<file path="src/rtl/iact_csc_encoder_pkg.sv">
// Shared constants, FSM state encoding and the address-word helper for the
// iact CSC encoder.
package csc_pkg;

    localparam int               CSC_ADDR_W    = 7;
    localparam logic [6:0]       CSC_ZERO_CODE = 7'h7F;

    typedef enum logic [2:0] {
        IDLE   = 3'd0,
        ENCODE = 3'd1,
        TERM   = 3'd2,
        TERM2  = 3'd3,
        DONE   = 3'd4
    } csc_state_e;

    // A column that closes while no nonzero has been seen yet is marked with
    // ZERO_CODE, so an all-zero address word can only ever be a terminator.
    function automatic logic [CSC_ADDR_W-1:0] csc_addr_word(input logic [CSC_ADDR_W-1:0] nz);
        logic [CSC_ADDR_W-1:0] word;
        if (nz == 7'd0) begin
            word = CSC_ZERO_CODE;
        end else begin
            word = nz;
        end
        return word;
    endfunction

endpackage

</file>
<file path="src/rtl/iact_csc_encoder_if.sv">
// Handshake bundle between the dense iact source, the encoder and the two
// downstream GLB SRAMs (address and data).
interface iact_csc_encoder_if #(
    parameter int DATA_W = 8,
    parameter int CNT_W  = 4,
    parameter int ADDR_W = 7
);
    logic                    start;
    logic                    last_stream;
    logic                    in_valid;
    logic                    in_ready;
    logic [DATA_W-1:0]       in_data;
    logic                    addr_out_valid;
    logic                    addr_out_ready;
    logic [ADDR_W-1:0]       addr_out;
    logic                    data_out_valid;
    logic                    data_out_ready;
    logic [DATA_W+CNT_W-1:0] data_out;
    logic                    busy;
    logic                    done;

    modport master (
        output start, last_stream, in_valid, in_data, addr_out_ready, data_out_ready,
        input  in_ready, addr_out_valid, addr_out, data_out_valid, data_out, busy, done
    );

    modport slave (
        input  start, last_stream, in_valid, in_data, addr_out_ready, data_out_ready,
        output in_ready, addr_out_valid, addr_out, data_out_valid, data_out, busy, done
    );
endinterface

</file>
<file path="src/rtl/iact_csc_encoder_csc_out_fifo.sv">
// Small synchronous output FIFO. The head word is held in flops and shown
// directly on out_data; full/empty are registered from the next count.
module csc_out_fifo #(
    parameter int WIDTH = 8,
    parameter int DEPTH = 4
) (
    input  logic             clock,
    input  logic             reset_n,
    input  logic             push,
    input  logic [WIDTH-1:0] push_data,
    input  logic             out_ready,
    output logic             out_valid,
    output logic [WIDTH-1:0] out_data,
    output logic             full
);
    localparam int PTR_W = (DEPTH > 1) ? $clog2(DEPTH) : 1;
    localparam int CNT_W = $clog2(DEPTH + 1);

    logic [WIDTH-1:0] mem_r [DEPTH];
    logic [PTR_W-1:0] wr_ptr_r;
    logic [PTR_W-1:0] rd_ptr_r;
    logic [CNT_W-1:0] count_r;
    logic [CNT_W-1:0] count_nxt_s;
    logic             full_r;
    logic             empty_r;
    logic             do_push_s;
    logic             do_pop_s;

    // Push/pop qualification and next occupancy; push+pop on full keeps the count.
    always_comb begin
        do_pop_s  = out_ready & ~empty_r;
        do_push_s = push & (~full_r | do_pop_s);
        case ({do_push_s, do_pop_s})
            2'b10:   count_nxt_s = count_r + CNT_W'(1);
            2'b01:   count_nxt_s = count_r - CNT_W'(1);
            default: count_nxt_s = count_r;
        endcase
    end

    // Storage, pointers and registered flags.
    always_ff @(posedge clock or negedge reset_n) begin
        if (!reset_n) begin
            for (int i = 0; i < DEPTH; i++) begin
                mem_r[i] <= {WIDTH{1'b0}};
            end
            wr_ptr_r <= {PTR_W{1'b0}};
            rd_ptr_r <= {PTR_W{1'b0}};
            count_r  <= {CNT_W{1'b0}};
            full_r   <= 1'b0;
            empty_r  <= 1'b1;
        end else begin
            if (do_push_s) begin
                mem_r[wr_ptr_r] <= push_data;
                wr_ptr_r        <= wr_ptr_r + PTR_W'(1);
            end
            if (do_pop_s) begin
                rd_ptr_r <= rd_ptr_r + PTR_W'(1);
            end
            count_r <= count_nxt_s;
            full_r  <= (count_nxt_s == CNT_W'(DEPTH));
            empty_r <= (count_nxt_s == {CNT_W{1'b0}});
        end
    end

    assign out_valid = ~empty_r;
    assign out_data  = mem_r[rd_ptr_r];
    assign full      = full_r;

endmodule

</file>
<file path="src/rtl/iact_csc_encoder.sv">
// Dense column-major iact stream -> CSC address and {value,row} data streams.
// Each stream ends in one all-zero terminator; the last stream of a set gets two.
module iact_csc_encoder
    import csc_pkg::*;
#(
    parameter int               MATRIX_H   = 9,
    parameter int               MATRIX_W   = 4,
    parameter int               DATA_W     = 8,
    parameter int               CNT_W      = 4,
    parameter int               ADDR_W     = CSC_ADDR_W,
    parameter logic [ADDR_W-1:0] ZERO_CODE = CSC_ZERO_CODE,
    parameter int               FIFO_DEPTH = 4
) (
    input  logic               clock,
    input  logic               reset_n,
    iact_csc_encoder_if.slave  bus
);
    localparam int COL_W = (MATRIX_W > 1) ? $clog2(MATRIX_W) : 1;
    localparam int DW_W  = DATA_W + CNT_W;

    // Counts must never reach the ZERO_CODE marker and rows must fit CNT_W.
    generate
        if ((MATRIX_H * MATRIX_W) >= int'(ZERO_CODE) || (2 ** CNT_W) < MATRIX_H ||
            ADDR_W != CSC_ADDR_W || ZERO_CODE != CSC_ZERO_CODE || FIFO_DEPTH < 2) begin : g_bad_params
            $error("iact_csc_encoder: illegal parameter combination");
        end
    endgenerate

    csc_state_e         state_r;
    csc_state_e         state_nxt_s;
    logic [CNT_W-1:0]   row_r;
    logic [COL_W-1:0]   col_r;
    logic [ADDR_W-1:0]  nz_r;
    logic [ADDR_W-1:0]  nz_nxt_s;
    logic               last_r;
    logic               busy_r;
    logic               done_r;
    logic               addr_full_s;
    logic               data_full_s;
    logic               in_ready_s;
    logic               accept_s;
    logic               nonzero_s;
    logic               row_last_s;
    logic               col_last_s;
    logic               addr_push_s;
    logic [ADDR_W-1:0]  addr_word_s;
    logic               data_push_s;
    logic [DW_W-1:0]    data_word_s;

    // Accept gating: both FIFOs need room, so a paired push is always atomic.
    always_comb begin
        in_ready_s = (state_r == ENCODE) & ~addr_full_s & ~data_full_s;
        accept_s   = in_ready_s & bus.in_valid;
        nonzero_s  = (bus.in_data != {DATA_W{1'b0}});
        nz_nxt_s   = nz_r + ADDR_W'(nonzero_s);
        row_last_s = (row_r == CNT_W'(MATRIX_H - 1));
        col_last_s = (col_r == COL_W'(MATRIX_W - 1));
    end

    // Next-state and FIFO push decode.
    always_comb begin
        state_nxt_s = state_r;
        addr_push_s = 1'b0;
        addr_word_s = {ADDR_W{1'b0}};
        data_push_s = 1'b0;
        data_word_s = {DW_W{1'b0}};
        case (state_r)
            IDLE: begin
                if (bus.start) begin
                    state_nxt_s = ENCODE;
                end else begin
                    state_nxt_s = IDLE;
                end
            end
            ENCODE: begin
                if (accept_s) begin
                    data_push_s = nonzero_s;
                    data_word_s = {bus.in_data, row_r};
                    if (row_last_s) begin
                        addr_push_s = 1'b1;
                        addr_word_s = csc_addr_word(nz_nxt_s);
                        if (col_last_s) begin
                            state_nxt_s = TERM;
                        end else begin
                            state_nxt_s = ENCODE;
                        end
                    end else begin
                        state_nxt_s = ENCODE;
                    end
                end else begin
                    state_nxt_s = ENCODE;
                end
            end
            TERM, TERM2: begin
                if (~addr_full_s & ~data_full_s) begin
                    addr_push_s = 1'b1;
                    data_push_s = 1'b1;
                    if (state_r == TERM && last_r) begin
                        state_nxt_s = TERM2;
                    end else begin
                        state_nxt_s = DONE;
                    end
                end else begin
                    state_nxt_s = state_r;
                end
            end
            DONE: begin
                state_nxt_s = IDLE;
            end
            default: begin
                state_nxt_s = IDLE;
            end
        endcase
    end

    // State register plus registered busy/done status.
    always_ff @(posedge clock or negedge reset_n) begin
        if (!reset_n) begin
            state_r <= IDLE;
            busy_r  <= 1'b0;
            done_r  <= 1'b0;
        end else begin
            state_r <= state_nxt_s;
            busy_r  <= (state_nxt_s != IDLE);
            done_r  <= (state_nxt_s == DONE);
        end
    end

    // Row/column/nonzero counters and the latched last_stream flag.
    always_ff @(posedge clock or negedge reset_n) begin
        if (!reset_n) begin
            row_r  <= {CNT_W{1'b0}};
            col_r  <= {COL_W{1'b0}};
            nz_r   <= {ADDR_W{1'b0}};
            last_r <= 1'b0;
        end else if (state_r == IDLE && bus.start) begin
            row_r  <= {CNT_W{1'b0}};
            col_r  <= {COL_W{1'b0}};
            nz_r   <= {ADDR_W{1'b0}};
            last_r <= bus.last_stream;
        end else if (accept_s) begin
            nz_r <= nz_nxt_s;
            if (row_last_s) begin
                row_r <= {CNT_W{1'b0}};
                col_r <= col_r + COL_W'(1);
            end else begin
                row_r <= row_r + CNT_W'(1);
            end
        end
    end

    csc_out_fifo #(.WIDTH(ADDR_W), .DEPTH(FIFO_DEPTH)) u_addr_fifo (
        .clock     (clock),
        .reset_n   (reset_n),
        .push      (addr_push_s),
        .push_data (addr_word_s),
        .out_ready (bus.addr_out_ready),
        .out_valid (bus.addr_out_valid),
        .out_data  (bus.addr_out),
        .full      (addr_full_s)
    );

    csc_out_fifo #(.WIDTH(DW_W), .DEPTH(FIFO_DEPTH)) u_data_fifo (
        .clock     (clock),
        .reset_n   (reset_n),
        .push      (data_push_s),
        .push_data (data_word_s),
        .out_ready (bus.data_out_ready),
        .out_valid (bus.data_out_valid),
        .out_data  (bus.data_out),
        .full      (data_full_s)
    );

    assign bus.in_ready = in_ready_s;
    assign bus.busy     = busy_r;
    assign bus.done     = done_r;

endmodule

</file>
<file path="src/flat_wrapper.sv">
// flat-port wrapper written by rule: the top's interface ports become plain ports
module iact_csc_encoder_flat import csc_pkg::*;
#(
    parameter int               MATRIX_H   = 9,
    parameter int               MATRIX_W   = 4,
    parameter int               DATA_W     = 8,
    parameter int               CNT_W      = 4,
    parameter int               ADDR_W     = CSC_ADDR_W,
    parameter logic [ADDR_W-1:0] ZERO_CODE = CSC_ZERO_CODE,
    parameter int               FIFO_DEPTH = 4
)
  (clock, reset_n, bus_start, bus_last_stream, bus_in_valid, bus_in_data, bus_addr_out_ready, bus_data_out_ready, bus_in_ready, bus_addr_out_valid, bus_addr_out, bus_data_out_valid, bus_data_out, bus_busy, bus_done);
  iact_csc_encoder_if #(.DATA_W(DATA_W), .CNT_W(CNT_W), .ADDR_W(ADDR_W)) bus_i ();
  input  logic clock;
  input  logic reset_n;
  input wire logic [$bits(bus_i.start)-1:0] bus_start;
  input wire logic [$bits(bus_i.last_stream)-1:0] bus_last_stream;
  input wire logic [$bits(bus_i.in_valid)-1:0] bus_in_valid;
  input wire logic [$bits(bus_i.in_data)-1:0] bus_in_data;
  input wire logic [$bits(bus_i.addr_out_ready)-1:0] bus_addr_out_ready;
  input wire logic [$bits(bus_i.data_out_ready)-1:0] bus_data_out_ready;
  output wire logic [$bits(bus_i.in_ready)-1:0] bus_in_ready;
  output wire logic [$bits(bus_i.addr_out_valid)-1:0] bus_addr_out_valid;
  output wire logic [$bits(bus_i.addr_out)-1:0] bus_addr_out;
  output wire logic [$bits(bus_i.data_out_valid)-1:0] bus_data_out_valid;
  output wire logic [$bits(bus_i.data_out)-1:0] bus_data_out;
  output wire logic [$bits(bus_i.busy)-1:0] bus_busy;
  output wire logic [$bits(bus_i.done)-1:0] bus_done;
  assign bus_i.start = bus_start;
  assign bus_i.last_stream = bus_last_stream;
  assign bus_i.in_valid = bus_in_valid;
  assign bus_i.in_data = bus_in_data;
  assign bus_i.addr_out_ready = bus_addr_out_ready;
  assign bus_i.data_out_ready = bus_data_out_ready;
  assign bus_in_ready = bus_i.in_ready;
  assign bus_addr_out_valid = bus_i.addr_out_valid;
  assign bus_addr_out = bus_i.addr_out;
  assign bus_data_out_valid = bus_i.data_out_valid;
  assign bus_data_out = bus_i.data_out;
  assign bus_busy = bus_i.busy;
  assign bus_done = bus_i.done;
  iact_csc_encoder #(.MATRIX_H(MATRIX_H), .MATRIX_W(MATRIX_W), .DATA_W(DATA_W), .CNT_W(CNT_W), .ADDR_W(ADDR_W), .ZERO_CODE(ZERO_CODE), .FIFO_DEPTH(FIFO_DEPTH)) u_core (.clock(clock), .reset_n(reset_n), .bus(bus_i));
endmodule
</file>
<file path="config.mk">
export PLATFORM = sky130hd
export DESIGN_NAME = iact_csc_encoder_flat
export DESIGN_NICKNAME = d
export VERILOG_FILES = /design/src/rtl/iact_csc_encoder_pkg.sv /design/src/rtl/iact_csc_encoder_if.sv /design/src/rtl/iact_csc_encoder_csc_out_fifo.sv /design/src/rtl/iact_csc_encoder.sv /design/src/flat_wrapper.sv
export SDC_FILE = /design/constraint.sdc
export NUM_CORES = 1
export LEC_CHECK = 0
export ABC_AREA = 1
export CORE_ASPECT_RATIO = 0.5
export CORE_MARGIN = 5
export CORE_UTILIZATION = 40
export CTS_BUF_LIST = sky130_fd_sc_hd__clkbuf_4
export CTS_CLUSTER_DIAMETER = 40
export DETAILED_ROUTE_END_ITERATION = 6
export PLACE_DENSITY = 0.71
export SLEW_MARGIN = 20
export SYNTH_ARGS = -nofsm -noshare
export SYNTH_HDL_FRONTEND = slang
export SYNTH_SLANG_ARGS = --single-unit
</file>
<file path="constraint.sdc">
create_clock -name clock -period 2.5 [get_ports clock]
set_clock_uncertainty 0.05 [all_clocks]
set_input_delay 0.5 -clock clock [delete_from_list [all_inputs] [get_ports clock]]
set_output_delay 0.5 -clock clock [all_outputs]
set_load 0.02 [all_outputs]
</file>
# Word-level counts from Yosys, hierarchy flattened

Cells that the tools add are included.

Register bits after elaboration: 113
Output and inout bits: 24
Word-level logic and storage cells: 127

Add/sub/neg operators: 11
Magnitude comparators: 6
Equality and inequality tests: 12
Multiplexer cells: 41
Bitwise logic cells: 18
Reduce and logical (&&, ||, !) cells: 14

Operators by type and width:

| kind                                                      | number |
|---|---|
| two-way mux 7 bit                                         | 9 |
| two-way mux 12 bit                                        | 5 |
| bitwise mux 48 bit                                        | 1 |
| bitwise mux 28 bit                                        | 1 |
| binary-select mux 12 bit (select 2 bit)                   | 1 |
| demux 12 bit (select 2 bit)                               | 1 |
| binary-select mux 7 bit (select 2 bit)                    | 1 |
| demux 7 bit (select 2 bit)                                | 1 |
| greater-or-equal comparator 3 bit (second input constant) | 4 |
| two-way mux 2 bit                                         | 6 |
| two-way mux 4 bit                                         | 3 |
| NOT 2 -> 3 bit                                            | 4 |
| one-hot mux 3 bit (2 select lines)                        | 2 |
| adder 2 x 1 -> 2 bit (second input constant)              | 5 |
| equality test 3 bit (second input constant)               | 3 |
| zero test 3 bit                                           | 3 |
| one-hot mux 3 bit (3 select lines)                        | 1 |
| bitwise AND 1 bit                                         | 8 |
| nonzero test 8 bit                                        | 1 |
| adder 7 x 1 -> 7 bit                                      | 1 |
| zero test 7 bit                                           | 1 |
| adder 3 x 1 -> 3 bit (second input constant)              | 2 |
| equality test 2 bit (second input constant)               | 3 |
| equality test 3 x 2 -> 1 bit (second input constant)      | 2 |
| 16 further kinds                                          | 33 |

# Depth between registers and ports, before layout

Gate-level depths: netlist (run 1).

Depth after elaboration: 10
Mapped depth: 16

# By module

Synthesis (run 1) repeated with hierarchy kept, for this count alone.

Cells, all modules: 635
Area, all modules: 5,695.5 um2

By module, submodules not included:

| module                            | times used | cells each | area each (um2) |
|---|---|---|---|
| csc_out_fifo (u_core.u_data_fifo) | 1          | 284        | 2,688.8 |
| csc_out_fifo (u_core.u_addr_fifo) | 1          | 187        | 1,730.4 |
| iact_csc_encoder                  | 1          | 164        | 1,276.2 |

# Worst setup path before layout (run 1)

Ideal clock, no wire load.

Kind: reg-to-reg
Start: register u_core.u_data_fifo.full_r (netlist: u_core.u_data_fifo.full)
End: register u_core.u_data_fifo.full_r (netlist: u_core.u_data_fifo.full)
Setup time: 0.114 ns
Arrival: 2.304 ns
Required time: 2.336 ns
Path slack: 0.031 ns
Cell stages (with the launch flop): 13
Path buffers: 0
Cells stage by stage: dfrtp_1 -> nor2_2 -> inv_2 -> nor2_4 -> nand2_4 -> o21ai_4 -> inv_1 -> ha_1 -> inv_1 -> fa_1 -> o21ai_0 -> or2_2 -> nor2_1

Longest elaborated chain between the ends: 9
Elaborated cells between the ends (all ways): 13
Classes of those cells: eq/ne (3); mux (4); bitwise (6)

RTL lines:

| what                                                                | line                                | source |
|---|---|---|
| start: declaration                                                  | iact_csc_encoder_csc_out_fifo.sv:24 | `logic full_r;` |
| start signal: assignment                                            | iact_csc_encoder_csc_out_fifo.sv:60 | `full_r <= (count_nxt_s == CNT_W'(DEPTH));` |
| NOT 1 bit *                                                         | iact_csc_encoder.sv:52              | `in_ready_s = (state_r == ENCODE) & ~addr_full_s & ~data_full_s;` |
| bitwise AND 1 bit *                                                 | iact_csc_encoder.sv:52              |  |
| net bus_in_ready                                                    | flat_wrapper.sv:22                  | `output wire logic [$bits(bus_i.in_ready)-1:0] bus_in_ready;` |
| bitwise AND 1 bit *                                                 | iact_csc_encoder.sv:53              | `accept_s = in_ready_s & bus.in_valid;` |
| two-way mux 1 bit *                                                 | iact_csc_encoder.sv:76              | `if (accept_s) begin` |
| one-hot mux 1 bit (2 select lines) *                                | iact_csc_encoder.sv:67              | `case (state_r)` |
| bitwise AND 1 bit *                                                 | iact_csc_encoder_csc_out_fifo.sv:32 | `do_push_s = push & (~full_r \| do_pop_s);` |
| equality test 2 x 1 -> 1 bit or equality test 2 bit (tied branches) | iact_csc_encoder_csc_out_fifo.sv:33 | `case ({do_push_s, do_pop_s})` |
| one-hot mux 3 bit (2 select lines) *                                | iact_csc_encoder_csc_out_fifo.sv:33 |  |
| net u_core.u_data_fifo.count_nxt_s[1]                               | iact_csc_encoder_csc_out_fifo.sv:23 | `logic [CNT_W-1:0] count_nxt_s;` |
| equality test 3 bit *                                               | iact_csc_encoder_csc_out_fifo.sv:60 |  |

Mark *: on every way through the listed nets, which the timed path passes. The rest lies on a longest branch.
A chain may end at the register's enable or synchronous reset.

# Worst setup path in the final report (run 1)

Start: input bus_in_data[4]
End: register u_core.u_data_fifo.empty_r

Longest elaborated chain between the ends: 7
Elaborated cells between the ends (all ways): 8
Classes of those cells: eq/ne (2); mux (3); bitwise (1); reduce/logical (2)

RTL lines:

| what                                                                | line                                | source |
|---|---|---|
| start: declaration                                                  | flat_wrapper.sv:19                  | `input wire logic [$bits(bus_i.in_data)-1:0] bus_in_data;` |
| nonzero test 8 bit *                                                | iact_csc_encoder.sv:54              | `nonzero_s = (bus.in_data != {DATA_W{1'b0}});` |
| two-way mux 1 bit *                                                 | iact_csc_encoder.sv:76              |  |
| one-hot mux 1 bit (2 select lines) *                                | iact_csc_encoder.sv:67              |  |
| bitwise AND 1 bit *                                                 | iact_csc_encoder_csc_out_fifo.sv:32 |  |
| equality test 2 x 1 -> 1 bit or equality test 2 bit (tied branches) | iact_csc_encoder_csc_out_fifo.sv:33 |  |
| one-hot mux 3 bit (2 select lines) *                                | iact_csc_encoder_csc_out_fifo.sv:33 |  |
| net u_core.u_data_fifo.count_nxt_s[1]                               | iact_csc_encoder_csc_out_fifo.sv:23 |  |
| zero test 3 bit *                                                   | iact_csc_encoder_csc_out_fifo.sv:61 | `empty_r <= (count_nxt_s == {CNT_W{1'b0}});` |
| end signal: assignment                                              | iact_csc_encoder_csc_out_fifo.sv:61 |  |
| end: declaration                                                    | iact_csc_encoder_csc_out_fifo.sv:25 | `logic empty_r;` |

Marks and branches as above.

==> results of run 1 <==
critical path, stage by stage:
cell and delay [ns]:
clkdlybuf4s50_1 0.43, nor2_1 0.11, nand2_1 0.12, nor2_2 0.16
buf_4 0.14, o21ai_4 0.05, inv_1 0.06, ha_1 0.14
inv_1 0.06, fa_1 0.49, o21ai_0 0.11, or2_2 0.32
nor2_1 0.12
area by class of cell:
class	instances	area (sq um)
well taps	176	220.2
clock inverters	13	145.1
clock buffers	18	135.1
repair buffers	79	671.9
inverters	56	214.0
multi-input cells	440	2255
fillers	1259	6929
flip-flops and latches	113	2830
timing repair:
item | in CTS | in global routing
setup endpoints to repair | 20 | 43
hold buffers | 1 | 0
endpoints found under the hold margin | 43 | 0
pin swaps | 0 | 4
setup buffers | 0 | 4
gates resized for setup | 24 | 26
kinds of logic after synthesis:
family / share of synthesized area [%]
compound gates: 12.99
mux: 0.2080
fa+ha+maj: 4.206
simple gates: 22.23
flops: 52.28
buf+inv: 6.633
xor+xnor: 1.456
layout by cell type, fill, tap and decap left out, types with 2 or more instances in the layout:
master	count
nor2_1	64
o21ai_0	46
fa_1	2
buf_4	38
clkbuf_2	8
clkinv_1	3
inv_1	52
nor2_2	2
xor2_2	2
clkdlybuf4s50_1	17
bufinv_16	3
nand2_4	9
xor2_1	4
dlygate4sd2_1	11
clkinv_2	4
buf_12	3
clkinvlp_4	3
nand2_1	156
ha_1	15
nand2_2	6
clkbuf_4	18
or2_2	2
nand3_1	38
o21ai_1	51
o22ai_1	25
o21bai_1	2
xnor2_1	3
dfrtp_1	111
a21oi_1	6
inv_2	3
dfstp_2	2
nand4_1	2
power groups by stage:
stage                     Sequential [mW]  Combinational (mW)  Clock [mW]
final                                2.66                3.66        1.37
after global routing                 2.73                4.14        1.49
after CTS                            2.66                3.62        1.40
after detailed placement             2.69                3.78           0
after global placement               2.67                3.71           0
after floorplan                      2.61                2.46           0
sequential cells by signal, summed over array words and instances, names as in the netlist, 2 cells and up:
| signal | flops |
|---|---|
| u_core.u_addr_fifo.mem_r | 28 |
| u_core.row_r | 4 |
| u_core.u_data_fifo.mem_r | 48 |
| u_core.nz_r | 7 |
| u_core.col_r | 2 |
| u_core.u_addr_fifo.wr_ptr_r | 2 |
| u_core.u_data_fifo.rd_ptr_r | 2 |
| u_core.u_addr_fifo.rd_ptr_r | 2 |
| u_core.u_addr_fifo.count_r | 3 |
| u_core.u_data_fifo.wr_ptr_r | 2 |
| u_core.u_data_fifo.count_r | 3 |
| u_core.state_r | 3 |
worst max-delay path by stage:
stage                                   start                    endpoint  slack [ns]  depth (start not counted)
2_1_floorplan         u_core.u_data_fifo.full     u_core.u_data_fifo.full        0.03                         12
4_1_cts        u_core.u_data_fifo.rd_ptr_r[0]             bus_data_out[6]        0.02                          5
6_report                       bus_in_data[4]  u_core.u_data_fifo.empty_r        0.07                         13
5_1_grt                       u_core.row_r[1]     u_core.u_addr_fifo.full       -0.04                         16
3_3_place_gp                   bus_in_data[7]  u_core.u_data_fifo.empty_r       -0.39                         13
3_5_place_dp                   bus_in_data[4]  u_core.u_data_fifo.empty_r       -0.48                         13
metal layers:
metal / global-route usage [%] / vias to the layer above / share of wire (%)
met5: 0 / - / 0
met4: 4.899 / 0 / 0.98
met3: 3.707 / 13 / 4.6
met2: 25.53 / 77 / 46
met1: 20.16 / 2038 / 48
li1: - / 2212 / -
stage by stage:
stage | hold slack, ns | setup TNS (ns)
after CTS | 0.4338 | 0
after floorplan | 0.1544 | 0
after detailed placement | 0.4129 | -12.70
final | 0.4367 | 0
after global placement | 0.4027 | -10.94
after global routing | 0.4619 | -0.04685
==> impl_metrics.py, run 1 <==
metrics = {
    "cells_and_area": {
        "syn2layout_area_growth_pct": 19.53,
        "drive_gt1_share_pct": 15.02,
        "post-route-util_pct": 48.29,
        "diodes": 0,
        "finalInstanceArea_sq_um": 6471,
        "final_nets": 739,
        "final_cells": 895,
    },
    "synth": {
        "ys_seq_area_share_pct": 52.28,
        "syn_nets": 664,
        "synth.avg_cell_area_sq_um": 8.566,
        "synth_cell_types": 30,
        "synth_common_cells": "nand2_1, dfrtp_1, nor2_1, inv_1, o21ai_0",
        "yosysWarnings": 0,
        "synth.area.top_cells": "dfrtp_1, nand2_1, o21ai_0",
        "synth_edf_count": 0,
        "ys_ff_latch": 113,
        "netlist_area_sq_um": 5414,
        "synth_top_area_share_pct": 51.31,
        "synth_ff_type": "dfrtp_1",
        "syn_inst": 632,
        "yosysMostFrequentCell": "nand2_1",
        "synth_largest_area_cell": "dfrtp_1",
        "async_reset_ff_share_pct": 100.0,
    },
    "place": {
        "placed_cells": 859,
        "placed_cell_area_sq_um": 6171,
        "pre_cts_ws_ns": -0.4751,
        "hpwl_mm": 8.086,
        "place_congestion": 0.8066,
        "portBuffers": 38,
    },
    "floorplanning": {
        "row_count": 30,
        "die_w_um": 174.5,
        "die-area_sq_um": 16100,
        "die_h_um": 92.27,
        "core_area_sq_um": 13400,
        "start_util_pct": 40.40,
        "pin_count": 39,
    },
    "clock_tree": {
        "clock-root-buffer": "clkbuf_4",
        "cts_buffers": 17,
        "cts_tree": "yes",
        "cts_sinks": 113,
        "h-tree-depth": 4,
        "clock_path_buffers": 2,
        "clock_latency_ns": 0.51,
        "path_clk_slew_ns": 0.09,
    },
    "worst_setup_path": {
        "crit_path_end_kind": "flop",
        "worstReg2RegStart": "u_core.row_r[0]",
        "r2r_slack_ns": 0.19,
        "r2r_cells": 13,
        "crit_required_ns": 2.88,
        "worstPathMaxFanout": 2,
        "path_class": "primary input to flop",
        "start_kind": "primary input",
        "rr_endpoint": "u_core.u_addr_fifo.full",
        "crit_arrival_ns": 2.80,
    },
    "power": {
        "p_int_mw": 4.429,
        "p_leak_nw": 3.331,
        "finalPower_mw": 7.687,
        "powerDensity_nw_per_um2": 1188,
        "power.switching_mw": 3.259,
        "seq_power_share_pct": 34.6,
        "p_sw_share_pct": 42.39,
        "pwr-share-comb_pct": 47.6,
        "ir_drop_v": 0.0003604,
        "clkPwrFrac_pct": 17.8,
    },
    "global_route": {
        "grt_max_degree": 48,
        "antenna_found_initial": 0,
        "grt_overflow": 0,
        "grt_pass1_vias": 4331,
        "grt_pass1_wl_mm": 20.38,
        "grt_usage_pct": 15.43,
    },
    "detailed_routing": {
        "drtPass1Iterations": 5,
        "viasPerCell": 4.849,
        "drtAntennaViolNets": 0,
        "vias": 4340,
        "wl_per_cell_um": 13.02,
        "drt-total-wl_mm": 11.66,
        "drc": 0,
        "drt_iter0_drc": 381,
    },
    "timing": {
        "finalCriticalPeriod_ns": 2.426,
        "slew-limit-headroom_pct": 58.12,
        "rsz0062_at_grt": "yes",
        "finalHoldViolCount": 0,
        "fin_crit_sh_pct": 97.03,
        "setup_ws_ns": 0.07434,
        "fmax_mhz": 412.3,
        "tightest_slew_ns": 0.6282,
        "setup_viol": 0,
        "final_max_slew_viol_count": 0,
    },
    "worst_hold_path": {
        "worstHoldStart": "u_core.u_addr_fifo.mem_r[23]",
        "worstHoldEndpoint": "u_core.u_addr_fifo.mem_r[23]",
        "holdPathStages": 2,
        "hold_class": "flop to flop",
    },
    "flow_run": {
        "cap_violations": 0,
    },
    "status": {
        "status": "finished, final reports clean",
    },
}
Power figures use the tool's default switching activity.
==> run 2, diff against run 1 <==
--- a/config.mk
+++ b/config.mk
@@ -12,6 +12,7 @@
 export CTS_BUF_LIST = sky130_fd_sc_hd__clkbuf_4
 export CTS_CLUSTER_DIAMETER = 40
 export DETAILED_ROUTE_END_ITERATION = 6
+export GPL_ROUTABILITY_DRIVEN = 0
 export PLACE_DENSITY = 0.71
 export SLEW_MARGIN = 20
 export SYNTH_ARGS = -nofsm -noshare
==> results of run 2 <==
No change in the layout: final DEF, timing and power equal those of run 1.
==> run 3, diff against run 2 <==
--- a/config.mk
+++ b/config.mk
@@ -7,13 +7,14 @@
 export LEC_CHECK = 0
 export ABC_AREA = 1
 export CORE_ASPECT_RATIO = 0.5
-export CORE_MARGIN = 5
+export CORE_MARGIN = 2
 export CORE_UTILIZATION = 40
 export CTS_BUF_LIST = sky130_fd_sc_hd__clkbuf_4
 export CTS_CLUSTER_DIAMETER = 40
 export DETAILED_ROUTE_END_ITERATION = 6
+export DONT_BUFFER_PORTS = 1
 export GPL_ROUTABILITY_DRIVEN = 0
-export PLACE_DENSITY = 0.71
+export PLACE_DENSITY = 0.67
 export SLEW_MARGIN = 20
 export SYNTH_ARGS = -nofsm -noshare
 export SYNTH_HDL_FRONTEND = slang
==> run 3 against run 2 <==
Effect of this change: the flow now finishes with violations (hold timing); clock power increased by 8%; total power is 1.2% lower; via count decreased by 1.1%; global-route usage is 2.0 points higher; non-clock buffer count is 47 lower; core utilization is 1.4 points lower; fmax up 2.9%; register-to-register slack worse by 0.02 ns; critical path type is now flop to output port; critical endpoint is now bus_data_out[3]; largest power group unchanged; highest routed layer unchanged.
==> impl_metrics.py, run 3 (same netlist as run 1, synthesis figures left out) <==
metrics = {
    "worst_setup_path": {
        "path_class": "flop to output port",
        "worstPathMaxFanout": 13,
        "crit_required_ns": 1.95,
        "r2r_slack_ns": 0.17,
        "crit_path_cell_trace": "inv_1 > buf_6 > o21ai_0 > o22ai_1 > buf_4",
        "start_kind": "flop",
        "crit_path_top_delay_cell": "dfrtp_2",
        "slowest_delay_ns": 0.48,
        "crit_arrival_ns": 1.81,
        "crit_path_end_kind": "output port",
    },
    "status": {
        "violations": "hold timing",
        "status": "finished with violations",
    },
    "floorplanning": {
        "row_count": 29,
        "die_w_um": 168.5,
        "start_util_pct": 41.79,
        "pin_count": 39,
        "die-area_sq_um": 14540,
        "core_area_sq_um": 12950,
        "die_h_um": 86.27,
    },
    "clock_tree": {
        "path_clk_slew_ns": 0.11,
        "clock_latency_ns": 0.51,
        "clock_path_buffers": 2,
        "cts_sinks": 113,
        "cts_tree": "yes",
        "cts_buffers": 17,
        "clock-root-buffer": "clkbuf_4",
        "h-tree-depth": 4,
    },
    "cells_and_area": {
        "post-route-util_pct": 46.88,
        "multi_input_area_sq_um": 2268,
        "final_common_cell": "nand2_1",
        "final_nets": 692,
        "reg.largest.list": "u_core.u_data_fifo.mem_r x48, u_core.u_addr_fifo.mem_r x28, u_core.nz_r x7",
        "seq_area_sq_um": 2831,
        "final_cell_mix": "nand2_1, dfrtp_1, nor2_1",
        "regMostFlops": "u_core.u_data_fifo.mem_r",
        "diodes": 0,
        "syn2layout_area_growth_pct": 12.16,
        "largest_reg_flops": 48,
        "fillers": 1257,
        "drive_gt1_share_pct": 13.67,
    },
    "detailed_routing": {
        "vias": 4293,
        "drtPass1Iterations": 5,
        "drtAntennaViolNets": 0,
        "wl_met1_mm": 5.639,
        "drc": 0,
        "wl_per_cell_um": 13.88,
        "drt-total-wl_mm": 11.70,
        "drt_iter0_drc": 372,
        "viasPerCell": 5.093,
        "wl_met3_um": 644,
        "top_layer_used": "met4",
        "dr_wl_met2_mm": 5.255,
    },
    "timing": {
        "hold_ws_ns": -0.3772,
        "finalHoldViolCount": 113,
        "rsz0062_at_grt": "yes",
        "finalCriticalPeriod_ns": 2.357,
        "fmax_mhz": 424.2,
        "slew-limit-headroom_pct": 65.95,
        "fin_crit_sh_pct": 94.30,
        "tightest_slew_ns": 0.5184,
        "setup_viol": 0,
        "final_max_slew_viol_count": 0,
    },
    "global_route": {
        "grt_pass1_wl_mm": 20.14,
        "grt_max_degree": 114,
        "grt_pass1_vias": 4174,
        "grt_usage_pct": 17.45,
        "antenna_found_initial": 0,
        "grt_overflow": 0,
    },
    "power": {
        "finalPower_mw": 7.597,
        "powerDensity_nw_per_um2": 1251,
        "p_leak_nw": 3.136,
        "ir_drop_v": 0.0004035,
    },
    "place": {
        "portBuffers": 0,
        "hpwl_mm": 7.714,
    },
    "worst_hold_path": {
        "hold_class": "primary input to async pin",
    },
    "flow_run": {
        "cap_violations": 0,
    },
}
[run 3: cell types whose count changed in the layout (fill, tap and decap cells not counted), sizes merged]
cell	previous run	this run
buf	41	32
bufinv	3	4
clkbuf	26	18
clkdlybuf4s15	1	0
clkdlybuf4s50	17	0
clkinv	8	9
clkinvlp	3	1
dlygate4sd2	11	0
dlygate4sd3	1	0
inv	55	56
[run 3: path summary, 6_finish.rpt]
check | end | cells after the start | start
max | bus_data_out[3] | 5 | u_core.u_data_fifo.rd_ptr_r[0]
min | u_core.u_addr_fifo.mem_r[15] | 0 | reset_n
max reg2reg | u_core.u_addr_fifo.full | 13 | u_core.row_r[0]
min reg2reg | u_core.u_addr_fifo.mem_r[17] | 2 | u_core.u_addr_fifo.mem_r[17]
max in group asynchronous | u_core.u_data_fifo.empty_r | 0 | reset_n
min in group clock | u_core.last_r | 1 | bus_last_stream
[run 3: metal layers]
| metal | track usage (%) | up-vias |
|---|---|---|
| met2 | 26.90 | 95 |
| met1 | 23.92 | 2068 |
| met5 | 0 | - |
| li1 | - | 2114 |
| met3 | 4.384 | 16 |
| met4 | 6.975 | 0 |
[run 3: report_power, final]
group / switching, mW / leakage (nW) / internal [mW]
Sequential: 0.349 / 1.48 / 2.34
Clock: 0.697 / 0.170 / 0.785
Combinational: 2.18 / 1.48 / 1.25
Total: 3.22 / 3.14 / 4.37
[run 3: final cells by class]
class	instances	area share [%]
Multi-Input combinational cell	440	37.36
Timing Repair Buffer	32	4.018
Sequential cell	113	46.63
Inverter	56	3.462
Clock buffer	18	2.225
Clock inverter	14	2.802
Tap cell	170	3.503
[run 3: worst max-delay path: cells and delay by family (launching register included)]
| family | cells | cell delay [ns] |
|---|---|---|
| AOI/OAI and AO/OA | 2 | 0.30 |
| buffers and inverters | 3 | 0.52 |
| DFF | 1 | 0.48 |
[run 3: timing repair]
action / CTS / global route
endpoints found under the hold margin: 113 / 113
gates resized for setup: 1 / 10
setup endpoints to repair: 2 / 14
pin swaps: 0 / 1
setup buffers: 0 / 4
[run 3: per-stage QoR]
step           setup slack [ns]  instances   TNS, ns  area (sq um)
2_1_floorplan           0.03127        632         0          5414
3_3_place_gp            0.04135        807         0          5688
3_5_place_dp           -0.04087        807  -0.07240          5688
4_1_cts                 0.03003        839         0          5995
5_1_grt                -0.01612        843  -0.01622          6072
6_report                 0.1426        843         0          6072
